**src/rtl/csi2tx_ldl_lane_sched_if.sv**
```systemverilog
// Scheduler-side bundle between the register/PHY wrapper and csi2tx_ldl_lane_sched.
// master drives configuration and per-instance status; slave is the scheduler.
interface csi2tx_ldl_lane_sched_if #(
    parameter int HS_EXIT_W = 8,
    parameter int PKT_CNT_W = 16
);
    logic [2:0]           cfg_lane_cnt;
    logic [HS_EXIT_W-1:0] cfg_hs_exit_cnt;
    logic                 sched_en;
    logic                 csi_byte_fifo_empty;
    logic                 forcetxstopmode;
    logic [7:0]           stopstate_lane;
    logic [3:0]           ldl_tx_done;
    logic [3:0]           ldl_hs_exit_en;
    logic [3:0]           ldl_fifo_rd_en;

    logic [3:0]           lane_en;
    logic                 enable_hs_transmission;
    logic                 fifo_rd_en;
    logic                 hs_exit_cnt_expired;
    logic                 stop_state_dl;
    logic [7:0]           active_lane_mask;
    logic                 cfg_err;
    logic                 busy;
    logic [PKT_CNT_W-1:0] pkt_cnt;

    modport master (
        output cfg_lane_cnt, cfg_hs_exit_cnt, sched_en, csi_byte_fifo_empty,
               forcetxstopmode, stopstate_lane, ldl_tx_done, ldl_hs_exit_en,
               ldl_fifo_rd_en,
        input  lane_en, enable_hs_transmission, fifo_rd_en, hs_exit_cnt_expired,
               stop_state_dl, active_lane_mask, cfg_err, busy, pkt_cnt
    );

    modport slave (
        input  cfg_lane_cnt, cfg_hs_exit_cnt, sched_en, csi_byte_fifo_empty,
               forcetxstopmode, stopstate_lane, ldl_tx_done, ldl_hs_exit_en,
               ldl_fifo_rd_en,
        output lane_en, enable_hs_transmission, fifo_rd_en, hs_exit_cnt_expired,
               stop_state_dl, active_lane_mask, cfg_err, busy, pkt_cnt
    );
endinterface

```
**src/rtl/csi2tx_ldl_lane_sched.sv**
```systemverilog
// Selects one LDL instance per packet, gates HS start, runs the shared HS-exit countdown.
// IDLE->LATCH->ARM->RUN takes 3 edges; FIFO read-enable and stop-state muxes are combinational.
module csi2tx_ldl_lane_sched #(
    parameter int HS_EXIT_W = 8,
    parameter int PKT_CNT_W = 16
) (
    input  logic                     txbyteclkhs,
    input  logic                     txbyteclkhs_rst_n,
    csi2tx_ldl_lane_sched_if.slave   sif
);

    typedef enum logic [2:0] {
        ST_IDLE  = 3'd0,
        ST_LATCH = 3'd1,
        ST_ARM   = 3'd2,
        ST_RUN   = 3'd3,
        ST_EXIT  = 3'd4
    } state_t;

    state_t               state_q, state_d;
    logic [3:0]           lane_en_q, lane_en_d;
    logic [7:0]           mask_q, mask_d;
    logic                 cfg_err_q, cfg_err_d;
    logic                 en_hs_q, en_hs_d;
    logic [HS_EXIT_W-1:0] hs_cnt_q, hs_cnt_d;
    logic [PKT_CNT_W-1:0] pkt_cnt_q, pkt_cnt_d;
    logic                 tx_done_prev_q;
    logic                 exit_seen_q, exit_seen_d;

    logic                 sel_tx_done;
    logic                 sel_hs_exit_en;
    logic                 sel_fifo_rd_en;
    logic                 tx_done_rise;

    logic                 dec_legal;
    logic [3:0]           dec_lane_en;
    logic [7:0]           dec_mask;

    // Only the one-hot selected instance is ever observed.
    assign sel_tx_done    = |(sif.ldl_tx_done    & lane_en_q);
    assign sel_hs_exit_en = |(sif.ldl_hs_exit_en & lane_en_q);
    assign sel_fifo_rd_en = |(sif.ldl_fifo_rd_en & lane_en_q);
    assign tx_done_rise   = sel_tx_done & ~tx_done_prev_q;

    always_comb begin
        dec_legal   = 1'b1;
        dec_lane_en = 4'b0001;
        dec_mask    = 8'h01;
        case (sif.cfg_lane_cnt)
            3'd0: begin
                dec_lane_en = 4'b0001;
                dec_mask    = 8'h01;
            end
            3'd1: begin
                dec_lane_en = 4'b0010;
                dec_mask    = 8'h03;
            end
            3'd3: begin
                dec_lane_en = 4'b0100;
                dec_mask    = 8'h0F;
            end
            3'd7: begin
                dec_lane_en = 4'b1000;
                dec_mask    = 8'hFF;
            end
            default: dec_legal = 1'b0;
        endcase
    end

    always_comb begin
        state_d     = state_q;
        lane_en_d   = lane_en_q;
        mask_d      = mask_q;
        cfg_err_d   = cfg_err_q;
        pkt_cnt_d   = pkt_cnt_q;
        exit_seen_d = 1'b0;

        if (sif.forcetxstopmode) begin
            // Force wins over everything, including a same-cycle tx_done edge.
            state_d = ST_IDLE;
        end else begin
            case (state_q)
                ST_IDLE: begin
                    if (sif.sched_en && !sif.csi_byte_fifo_empty) begin
                        state_d = ST_LATCH;
                    end
                end
                ST_LATCH: begin
                    if (dec_legal) begin
                        lane_en_d = dec_lane_en;
                        mask_d    = dec_mask;
                        state_d   = ST_ARM;
                    end else begin
                        cfg_err_d = 1'b1;
                        state_d   = ST_IDLE;
                    end
                end
                ST_ARM: begin
                    state_d = ST_RUN;
                end
                ST_RUN: begin
                    if (tx_done_rise) begin
                        pkt_cnt_d = pkt_cnt_q + PKT_CNT_W'(1);
                        state_d   = ST_EXIT;
                    end
                end
                ST_EXIT: begin
                    // Leave only after the instance has raised and then dropped its exit enable.
                    exit_seen_d = exit_seen_q | sel_hs_exit_en;
                    if (exit_seen_q && !sel_hs_exit_en) begin
                        exit_seen_d = 1'b0;
                        state_d     = ST_IDLE;
                    end
                end
                default: begin
                    state_d = ST_IDLE;
                end
            endcase
        end

        en_hs_d = (state_d == ST_RUN);
    end

    always_comb begin
        hs_cnt_d = hs_cnt_q;
        if (sif.forcetxstopmode || !sel_hs_exit_en) begin
            hs_cnt_d = sif.cfg_hs_exit_cnt;
        end else if (hs_cnt_q != '0) begin
            hs_cnt_d = hs_cnt_q - HS_EXIT_W'(1);
        end
    end

    always_ff @(posedge txbyteclkhs or negedge txbyteclkhs_rst_n) begin
        if (!txbyteclkhs_rst_n) begin
            state_q        <= ST_IDLE;
            lane_en_q      <= 4'b0001;
            mask_q         <= 8'h01;
            cfg_err_q      <= 1'b0;
            en_hs_q        <= 1'b0;
            hs_cnt_q       <= '0;
            pkt_cnt_q      <= '0;
            tx_done_prev_q <= 1'b0;
            exit_seen_q    <= 1'b0;
        end else begin
            state_q        <= state_d;
            lane_en_q      <= lane_en_d;
            mask_q         <= mask_d;
            cfg_err_q      <= cfg_err_d;
            en_hs_q        <= en_hs_d;
            hs_cnt_q       <= hs_cnt_d;
            pkt_cnt_q      <= pkt_cnt_d;
            tx_done_prev_q <= sel_tx_done;
            exit_seen_q    <= exit_seen_d;
        end
    end

    assign sif.lane_en                = lane_en_q;
    assign sif.active_lane_mask       = mask_q;
    assign sif.enable_hs_transmission = en_hs_q;
    assign sif.fifo_rd_en             = sel_fifo_rd_en;
    assign sif.hs_exit_cnt_expired    = sel_hs_exit_en & (hs_cnt_q == '0);
    // Inactive lanes are treated as stopped.
    assign sif.stop_state_dl          = &(sif.stopstate_lane | ~mask_q);
    assign sif.cfg_err                = cfg_err_q;
    assign sif.busy                   = (state_q != ST_IDLE);
    assign sif.pkt_cnt                = pkt_cnt_q;

endmodule

```
**src/flat_wrapper.sv**
```systemverilog
// flat-port wrapper written by rule: the top's interface ports become plain ports
module csi2tx_ldl_lane_sched_flat 
#(
    parameter int HS_EXIT_W = 8,
    parameter int PKT_CNT_W = 16
)
  (txbyteclkhs, txbyteclkhs_rst_n, sif_cfg_lane_cnt, sif_cfg_hs_exit_cnt, sif_sched_en, sif_csi_byte_fifo_empty, sif_forcetxstopmode, sif_stopstate_lane, sif_ldl_tx_done, sif_ldl_hs_exit_en, sif_ldl_fifo_rd_en, sif_lane_en, sif_enable_hs_transmission, sif_fifo_rd_en, sif_hs_exit_cnt_expired, sif_stop_state_dl, sif_active_lane_mask, sif_cfg_err, sif_busy, sif_pkt_cnt);
  csi2tx_ldl_lane_sched_if #(.HS_EXIT_W(HS_EXIT_W), .PKT_CNT_W(PKT_CNT_W)) sif_i ();
  input  logic txbyteclkhs;
  input  logic txbyteclkhs_rst_n;
  input wire logic [$bits(sif_i.cfg_lane_cnt)-1:0] sif_cfg_lane_cnt;
  input wire logic [$bits(sif_i.cfg_hs_exit_cnt)-1:0] sif_cfg_hs_exit_cnt;
  input wire logic [$bits(sif_i.sched_en)-1:0] sif_sched_en;
  input wire logic [$bits(sif_i.csi_byte_fifo_empty)-1:0] sif_csi_byte_fifo_empty;
  input wire logic [$bits(sif_i.forcetxstopmode)-1:0] sif_forcetxstopmode;
  input wire logic [$bits(sif_i.stopstate_lane)-1:0] sif_stopstate_lane;
  input wire logic [$bits(sif_i.ldl_tx_done)-1:0] sif_ldl_tx_done;
  input wire logic [$bits(sif_i.ldl_hs_exit_en)-1:0] sif_ldl_hs_exit_en;
  input wire logic [$bits(sif_i.ldl_fifo_rd_en)-1:0] sif_ldl_fifo_rd_en;
  output wire logic [$bits(sif_i.lane_en)-1:0] sif_lane_en;
  output wire logic [$bits(sif_i.enable_hs_transmission)-1:0] sif_enable_hs_transmission;
  output wire logic [$bits(sif_i.fifo_rd_en)-1:0] sif_fifo_rd_en;
  output wire logic [$bits(sif_i.hs_exit_cnt_expired)-1:0] sif_hs_exit_cnt_expired;
  output wire logic [$bits(sif_i.stop_state_dl)-1:0] sif_stop_state_dl;
  output wire logic [$bits(sif_i.active_lane_mask)-1:0] sif_active_lane_mask;
  output wire logic [$bits(sif_i.cfg_err)-1:0] sif_cfg_err;
  output wire logic [$bits(sif_i.busy)-1:0] sif_busy;
  output wire logic [$bits(sif_i.pkt_cnt)-1:0] sif_pkt_cnt;
  assign sif_i.cfg_lane_cnt = sif_cfg_lane_cnt;
  assign sif_i.cfg_hs_exit_cnt = sif_cfg_hs_exit_cnt;
  assign sif_i.sched_en = sif_sched_en;
  assign sif_i.csi_byte_fifo_empty = sif_csi_byte_fifo_empty;
  assign sif_i.forcetxstopmode = sif_forcetxstopmode;
  assign sif_i.stopstate_lane = sif_stopstate_lane;
  assign sif_i.ldl_tx_done = sif_ldl_tx_done;
  assign sif_i.ldl_hs_exit_en = sif_ldl_hs_exit_en;
  assign sif_i.ldl_fifo_rd_en = sif_ldl_fifo_rd_en;
  assign sif_lane_en = sif_i.lane_en;
  assign sif_enable_hs_transmission = sif_i.enable_hs_transmission;
  assign sif_fifo_rd_en = sif_i.fifo_rd_en;
  assign sif_hs_exit_cnt_expired = sif_i.hs_exit_cnt_expired;
  assign sif_stop_state_dl = sif_i.stop_state_dl;
  assign sif_active_lane_mask = sif_i.active_lane_mask;
  assign sif_cfg_err = sif_i.cfg_err;
  assign sif_busy = sif_i.busy;
  assign sif_pkt_cnt = sif_i.pkt_cnt;
  csi2tx_ldl_lane_sched #(.HS_EXIT_W(HS_EXIT_W), .PKT_CNT_W(PKT_CNT_W)) u_core (.txbyteclkhs(txbyteclkhs), .txbyteclkhs_rst_n(txbyteclkhs_rst_n), .sif(sif_i));
endmodule
```
**config.mk**
```make
export PLATFORM = sky130hd
export DESIGN_NAME = csi2tx_ldl_lane_sched_flat
export DESIGN_NICKNAME = d
export VERILOG_FILES = /design/src/rtl/csi2tx_ldl_lane_sched_if.sv /design/src/rtl/csi2tx_ldl_lane_sched.sv /design/src/flat_wrapper.sv
export SDC_FILE = /design/constraint.sdc
export NUM_CORES = 1
export LEC_CHECK = 0
export CORE_MARGIN = 10
export CORE_UTILIZATION = 40
export CTS_CLUSTER_SIZE = 28
export DETAILED_ROUTE_END_ITERATION = 8
export HOLD_SLACK_MARGIN = 0.1
export PLACE_DENSITY = 0.83
export SYNTH_ARGS = -nofsm -noshare
export SYNTH_HDL_FRONTEND = slang
export SYNTH_SLANG_ARGS = --single-unit
```
**constraint.sdc**
```tcl
create_clock -name txbyteclkhs -period 1.6 [get_ports txbyteclkhs]
set_input_delay 0.32 -clock txbyteclkhs [delete_from_list [all_inputs] [get_ports txbyteclkhs]]
set_output_delay 0.32 -clock txbyteclkhs [all_outputs]
set_load 0.02 [all_outputs]
```
# After elaboration in Yosys (flattened, before gate mapping)
# Cells that the tools add are included.
# word_totals
input_bits,36
ff_bits,43
word_cells,63
# op_classes
mux,14
n_addsub,2
bitwise,11
n_eq_ne,8
n_reduce_logical,19
# op_table
operator,n
8-bit one-hot mux with 3 select lines,1
16-bit by 1-bit adder with 16-bit output (second input constant),1
8-bit two-way mux,2
4-bit OR reduction,4
3-bit one-hot mux with 5 select lines,1
4-bit AND,3
3-bit by 2-bit == test with 1-bit output (second input constant),4
3-bit two-way mux,4
4-bit one-hot mux with 3 select lines,1
3-bit AND reduction,3
8-bit zero test,1
8-bit inverter,1
8-bit bitwise OR,1
8-bit AND reduction,1
8-bit nonzero test,1
8-bit by 1-bit subtractor with 8-bit output (second input constant),1
3-bit by 1-bit == test with 1-bit output (second input constant),2
3-bit == test (second input constant),2
3-bit zero test,2
1-bit two-way mux,4
1-bit inverter,3
3-bit nonzero test,1
1-bit AND,2
1-bit logical AND,2
other kinds (5),6

# Depth between registers and ports, before layout
# Gate-level depths: netlist of the first run.
# depth
word_depth,8
ltp_mapped,6

# Worst setup path before layout of the first run
# No wires, ideal clock.
# synth_path
kind,reg2out
from,reg u_core.hs_cnt_q[0]
to,out sif_hs_exit_cnt_expired
setup_slack_ps,-182
n_path_buf,0
required_time_ps,1280
stages_incl_launch_ff,6
t_arrival_ps,1462
cell_sequence,dfrtp_1 inv_1 ha_1 nor4b_1 nand2_1 a21oi_1
# synth_between
elab_chain_len,2
# synth_lines
element,line,rtl
start: declaration,csi2tx_ldl_lane_sched.sv:25,"logic [HS_EXIT_W-1:0] hs_cnt_q, hs_cnt_d;"
start signal: assignment,csi2tx_ldl_lane_sched.sv:150,hs_cnt_q <= hs_cnt_d;
8-bit zero test,csi2tx_ldl_lane_sched.sv:161,assign sif.hs_exit_cnt_expired = sel_hs_exit_en & (hs_cnt_q == '0);
1-bit AND,csi2tx_ldl_lane_sched.sv:161,
end: declaration,flat_wrapper.sv:23,output wire logic [$bits(sif_i.hs_exit_cnt_expired)-1:0] sif_hs_exit_cnt_expired;
# No other way between the ends.

# Final worst setup path of the first run
# Ends and elaborated chain as after synthesis.

==> results of run 1 <==
## power breakdown
group	leakage (µW)	switching [µW]	internal [µW]	total, µW
registers	0.000471	50.2	997	1050
logic	0.00115	327	392	718
clock network	0.0000681	338	619	957
total	0.00169	714	2010	2720
## cell usage after synthesis, types with 2 or more instances
library cell  instances  area share [%]
a22oi_1               6             2.3
nand2b_1              4             1.3
nand4b_1              2            0.90
xor2_1                2            0.90
nor3_1                2            0.52
dfrtp_1              36              46
mux2i_1               2             1.0
nand2_1              15             2.9
a211oi_1              2            0.77
nand4_1               5             1.6
nor4b_1               2            0.90
buf_4                 6             2.3
a21oi_1              16             4.1
and3_1                3            0.97
nor2_1               17             3.3
mux2_2                4             2.3
or3_1                 3            0.97
xnor2_1              14             6.3
ha_1                  2             1.3
nor3b_1               2            0.77
a31oi_1               2            0.64
nand3_1               9             2.3
o21ai_0               2            0.52
nor2b_1               4             1.3
inv_1                 5            0.97
a22o_1                2            0.90
and4_1                2            0.90
clkbuf_1              2            0.39
## worst max path at each step
stage,startpoint,to,slack [ns],depth (start not counted)
2_1_floorplan,u_core.hs_cnt_q[0],sif_hs_exit_cnt_expired,-0.05,5
3_3_place_gp,u_core.hs_cnt_q[0],sif_hs_exit_cnt_expired,-0.53,6
3_5_place_dp,u_core.hs_cnt_q[0],sif_hs_exit_cnt_expired,-0.63,6
4_1_cts,u_core.hs_cnt_q[0],sif_hs_exit_cnt_expired,-0.27,6
5_1_grt,u_core.hs_cnt_q[0],sif_hs_exit_cnt_expired,-0.32,6
6_report,u_core.hs_cnt_q[0],sif_hs_exit_cnt_expired,-0.23,6
## per-stage QoR
stage | TNS, ns | utilization (%) | hold WS, ns
after floorplan | -0.301 | - | 0.0244
after global routing | -3.84 | 74.7 | 0.449
after global placement | -11.91 | 62.8 | 0.238
after detailed placement | -12.87 | 62.8 | 0.244
after CTS | -1.33 | 69.5 | 0.413
final | -2.17 | 74.7 | 0.436
## worst register-to-register path, delay by kind of cell, from the launching register on
family	cells	cell delay [ns]
AO/OA/AOI/OAI	1	0.16
AND/OR/NAND/NOR	3	1.11
flip-flops	1	0.45
## sequential cells by signal (all words and copies together), names as in the netlist
| name | count |
|---|---|
| u_core.state_q | 3 |
| u_core.sif.active_lane_mask | 3 |
| u_core.sif.pkt_cnt | 16 |
| u_core.hs_cnt_q | 8 |
| u_core.sif.enable_hs_transmission | 1 |
| u_core.sif.cfg_err | 1 |
| u_core.sif.lane_en | 3 |
| u_core.tx_done_prev_q | 1 |
| u_core.exit_seen_q | 1 |
## per-layer routing
metal / up-vias / track usage (%) / share of wire [%]
met5: - / 0 / 0
met4: 0 / 6.65 / 2.3
met3: 14 / 4.69 / 5.7
met2: 56 / 28.8 / 55
met1: 953 / 16.2 / 37
li1: 920 / - / -
## area by class of cell
type / count / area [µm²] / area share, %
multi-input cells: 140 / 1220 / 34.6
repair buffers: 124 / 1140 / 32.3
inverters: 5 / 18.8 / 0.532
clock buffers: 5 / 68.8 / 1.95
well taps: 67 / 83.8 / 2.38
flip-flops and latches: 37 / 931 / 26.4
clock inverters: 3 / 65.1 / 1.84
## kinds of logic after synthesis
kind of cell,count (synthesis),synth area share (%)
AND/OR/NAND/NOR,77,22.5
AO/OA/AOI/OAI,37,12.7
flip-flops,37,47.7
XOR/XNOR,17,8.05
buffers and inverters,14,4.25
multiplexers,6,3.35
adder cells (fa/ha/maj),2,1.29
other,1,0.193
## timing repair
item,4_1_cts,5_1_grt
setup buffers,10,11
cloned,1,1
hold buffers,1,0
pin swaps,12,25
endpoints found under the setup margin,58,39
endpoints found under the hold margin,13,0
gates resized for setup,94,49
==> out/metrics.yaml, run 1 <==
run_status:
  outcome: "finished with violations"
  violations: "negative setup slack"
pwr:
  power_density_nw_per_um2: 772
  vdd_drop_max_mv: 0.519
  power_uw: 2720
  leakage_uw: 0.00169
floorplan:
  rows: 25
  initial_core_util_pct: 41.1
  die_area_um2: 8050
  ios: 70
  core_area_um2: 4720
  die_height_um: 89.7
  die_w_um: 89.7
yosys:
  ys_seq_elements: 37
  synth_ff_type: "dfrtp_1"
  synthCells: 191
  syn_area_per_cell_um2: 10.2
  syn_area_um2: 1940
  synth_edf_count: 0
  synth.distinct_cells: 46
  syn_nets: 229
  yosys_warnings: 0
  ys_seq_area_share_pct: 47.7
  synthArstFlopShare_pct: 100
sta:
  fin_ws_ns: -0.227
  finalSetupViolCount: 26
  hold_violations: 0
  min_period_over_period_pct: 114
  fin_worst_skew_ns: 0.00693
  rsz0062_at_grt: "yes"
  fmax_mhz: 547
  slew_viol_final: 0
  min_period_ns: 1.83
cells_and_area:
  drive_gt1_share_pct: 41.7
  syn2layout_area_growth_pct: 81.6
  final_cell_area_um2: 3530
  layout_common_cells: "buf_4, dfrtp_1, clkdlybuf4s50_1"
  antenna_cells: 0
  final_nets: 351
  fillers: 315
  layout_commonest_cell: "buf_4"
  fin_cells: 381
placed_design:
  io_buffers: 68
  place_ws_ns: -0.625
  dp_cells: 354
  placed_cell_area_um2: 2960
  hpwl_um: 4230
  gp_congestion: 0.877
critical_path:
  cpPeakStageDelay_ns: 0.39
  crit_required_ns: 1.28
  critPathCaptureType: "output port"
  timing_worst_setup_path_type: "reg2out"
  rr_worst_depth: 4
  crit_chain: "inv_2 -> ha_4 -> nor4b_4 -> nand2_2 -> a21oi_4 -> buf_6"
  regToRegEndpoint: "u_core.sif.lane_en[0]"
  r2r_start: "u_core.state_q[2]"
  critPathTopFamily: "flip-flops"
  critPathMaxFanout: 2
  critPathSlowestCell: "dfrtp_1"
  cp_num_buf_inv: 2
  setup.worst_path.start_class: "register"
  worstPathArrival_ns: 1.51
  reg2reg_slack_ns: -0.19
clock_network:
  cts.sinks: 37
  cts_buffers: 5
  insertion_delay_ns: 0.28
  clk_pin_slew_ns: 0.07
  cts_root_buffer: "clkbuf_8"
  clockBufferDepth: 2
  htreeDepth: 2
  tritoncts: "built"
detailed_routing:
  drt_iter0_markers: 54
  ant_nets: 0
  dr.pass1.iters: 4
  wl_um: 6520
  drc: 0
  num_vias: 1943
  drt-vias-per-instance: 5.10
  wire_per_inst_um: 17.1
global_route:
  antenna_found_initial: 0
  grt.overflow.total: 0
  grtUsageTotal_pct: 15.7
  grt_pass1_wl_um: 9870
  grt_pass1_vias: 2106
  grt_max_degree: 25
hold_path:
  hold_path.class: "in2reg"
  min_path_cells: 2
  hold_end: "u_core.state_q[0]"
  min_from: "sif_forcetxstopmode"
flow_run:
  max_cap_violations: 0
Note: power is estimated with default switching activity, not from simulation.
==> run 2: changes to the inputs <==
- CAP_MARGIN: not set -> 15
==> results of run 2 <==
The final DEF is identical to that of run 1; final timing and power are the same.
==> run 3: changes to the inputs <==
- SKIP_CTS_REPAIR_TIMING: not set -> 1
==> out/metrics.yaml, run 3 (same netlist as run 1, synthesis figures left out) <==
detailed_routing:
  dr.pass1.iters: 4
  num_vias: 1923
  drt_iter0_markers: 64
  ant_nets: 0
  wire_per_inst_um: 16.6
  drt-vias-per-instance: 5.13
  drc: 0
  wl_um: 6220
sta:
  min_period_ns: 1.86
  min_period_over_period_pct: 116
  slew_viol_final: 0
  fin_ws_ns: -0.261
  finalSetupViolCount: 24
  rsz0062_at_grt: "yes"
  fin_worst_skew_ns: 0.00718
  fmax_mhz: 537
  hold_violations: 0
  holdWs_ns: 0.329
cells_and_area:
  drive_gt1_share_pct: 35.7
  layout_commonest_cell: "buf_4"
  final_cell_area_um2: 3510
  final_nets: 345
  layout_common_cells: "buf_4, dlymetal6s2s_1, dfrtp_1"
  largest_register_ffs: 16
  fin_util_pct: 74.4
  syn2layout_area_growth_pct: 80.9
  antenna_cells: 0
hold_path:
  hold_path.class: "in2reg"
  min_path_cells: 2
  hold_end: "u_core.state_q[0]"
  min_from: "sif_forcetxstopmode"
pwr:
  vdd_drop_max_mv: 0.543
  leakage_uw: 0.00195
  power_density_nw_per_um2: 770
floorplan:
  ios: 70
  initial_core_util_pct: 41.1
  die_height_um: 89.7
  rows: 25
  core_area_um2: 4720
  die_w_um: 89.7
  die_area_um2: 8050
critical_path:
  timing_worst_setup_path_type: "reg2out"
  regToRegEndpoint: "u_core.hs_cnt_q[0]"
  critPathCaptureType: "output port"
  reg2reg_slack_ns: -0.23
  r2r_start: "u_core.hs_cnt_q[1]"
  setup.worst_path.start_class: "register"
  rr_worst_depth: 9
  worstPathArrival_ns: 1.54
  crit_required_ns: 1.28
  critPathMaxFanout: 2
clock_network:
  htreeDepth: 2
  clk_pin_slew_ns: 0.07
  cts_root_buffer: "clkbuf_8"
  clockBufferDepth: 2
  insertion_delay_ns: 0.29
  cts_buffers: 5
  tritoncts: "built"
  cts.sinks: 37
global_route:
  grt.overflow.total: 0
  antenna_found_initial: 0
  grt_pass1_vias: 1915
  grtUsageTotal_pct: 14.0
  grt_max_degree: 25
  grt_pass1_wl_um: 8880
placed_design:
  hpwl_um: 4230
  io_buffers: 68
  placed_cell_area_um2: 2960
  gp_congestion: 0.877
  place_ws_ns: -0.625
run_status:
  violations: "negative setup slack"
  outcome: "finished with violations"
flow_run:
  max_cap_violations: 0
==> run 3: cell types whose count changed in the layout (fill, tap and decap cells not counted), sizes merged <==
cell	previous run	this run
clkdlybuf4s15	4	0
clkdlybuf4s50	28	29
dlymetal6s2s	3	34
dlygate4sd2	25	0
clkbuf	8	5
buf	60	54
==> run 3: per-stage QoR <==
step | power, µW | TNS, ns | instances
6_report | 2710 | -2.21 | 375
5_1_grt | 2820 | -4.17 | 375
3_3_place_gp | 1640 | -11.91 | 354
4_1_cts | 2620 | -7.77 | 362
2_1_floorplan | 1320 | -0.301 | 191
3_5_place_dp | 1660 | -12.87 | 354
==> run 3: critical path, cell delays in order, from the launching register on <==
cell and delay [ns]:
dfrtp_1 0.39, inv_2 0.08, ha_4 0.14, nor4b_4 0.24, nand2_2 0.14, a21oi_4 0.14
buf_6 0.13
==> run 3: worst max-delay path by stage <==
stage | from | endpoint | slack (ns) | depth (start not counted)
after CTS | u_core.hs_cnt_q[0] | sif_hs_exit_cnt_expired | -0.95 | 6
final | u_core.hs_cnt_q[1] | sif_hs_exit_cnt_expired | -0.26 | 6
after detailed placement | u_core.hs_cnt_q[0] | sif_hs_exit_cnt_expired | -0.63 | 6
after floorplan | u_core.hs_cnt_q[0] | sif_hs_exit_cnt_expired | -0.05 | 5
after global routing | u_core.hs_cnt_q[1] | sif_hs_exit_cnt_expired | -0.32 | 6
after global placement | u_core.hs_cnt_q[0] | sif_hs_exit_cnt_expired | -0.53 | 6
==> run 3: power breakdown <==
part	internal [µW]	switching [µW]	total (µW)
combinational	390	312	702
sequential	997	50.2	1050
clock	619	339	958
==> run 3: per-layer routing <==
metal  GRT usage [%]  vias to the layer above  routed length, µm
met4            4.05                        0                 38
met2            25.0                       42               3460
li1                -                      910                  -
met5               0                        -                  0
met3            4.24                        5                323
met1            15.7                      966               2390
==> run 3: final cells by class <==
type / instances / area (µm²)
Multi-Input combinational cell: 140 / 1150
Timing Repair Buffer: 118 / 1200
Clock buffer: 5 / 68.8
Tap cell: 67 / 83.8
Clock inverter: 3 / 65.1
Inverter: 5 / 18.8
Sequential cell: 37 / 931
Fill cell: 312 / 1210
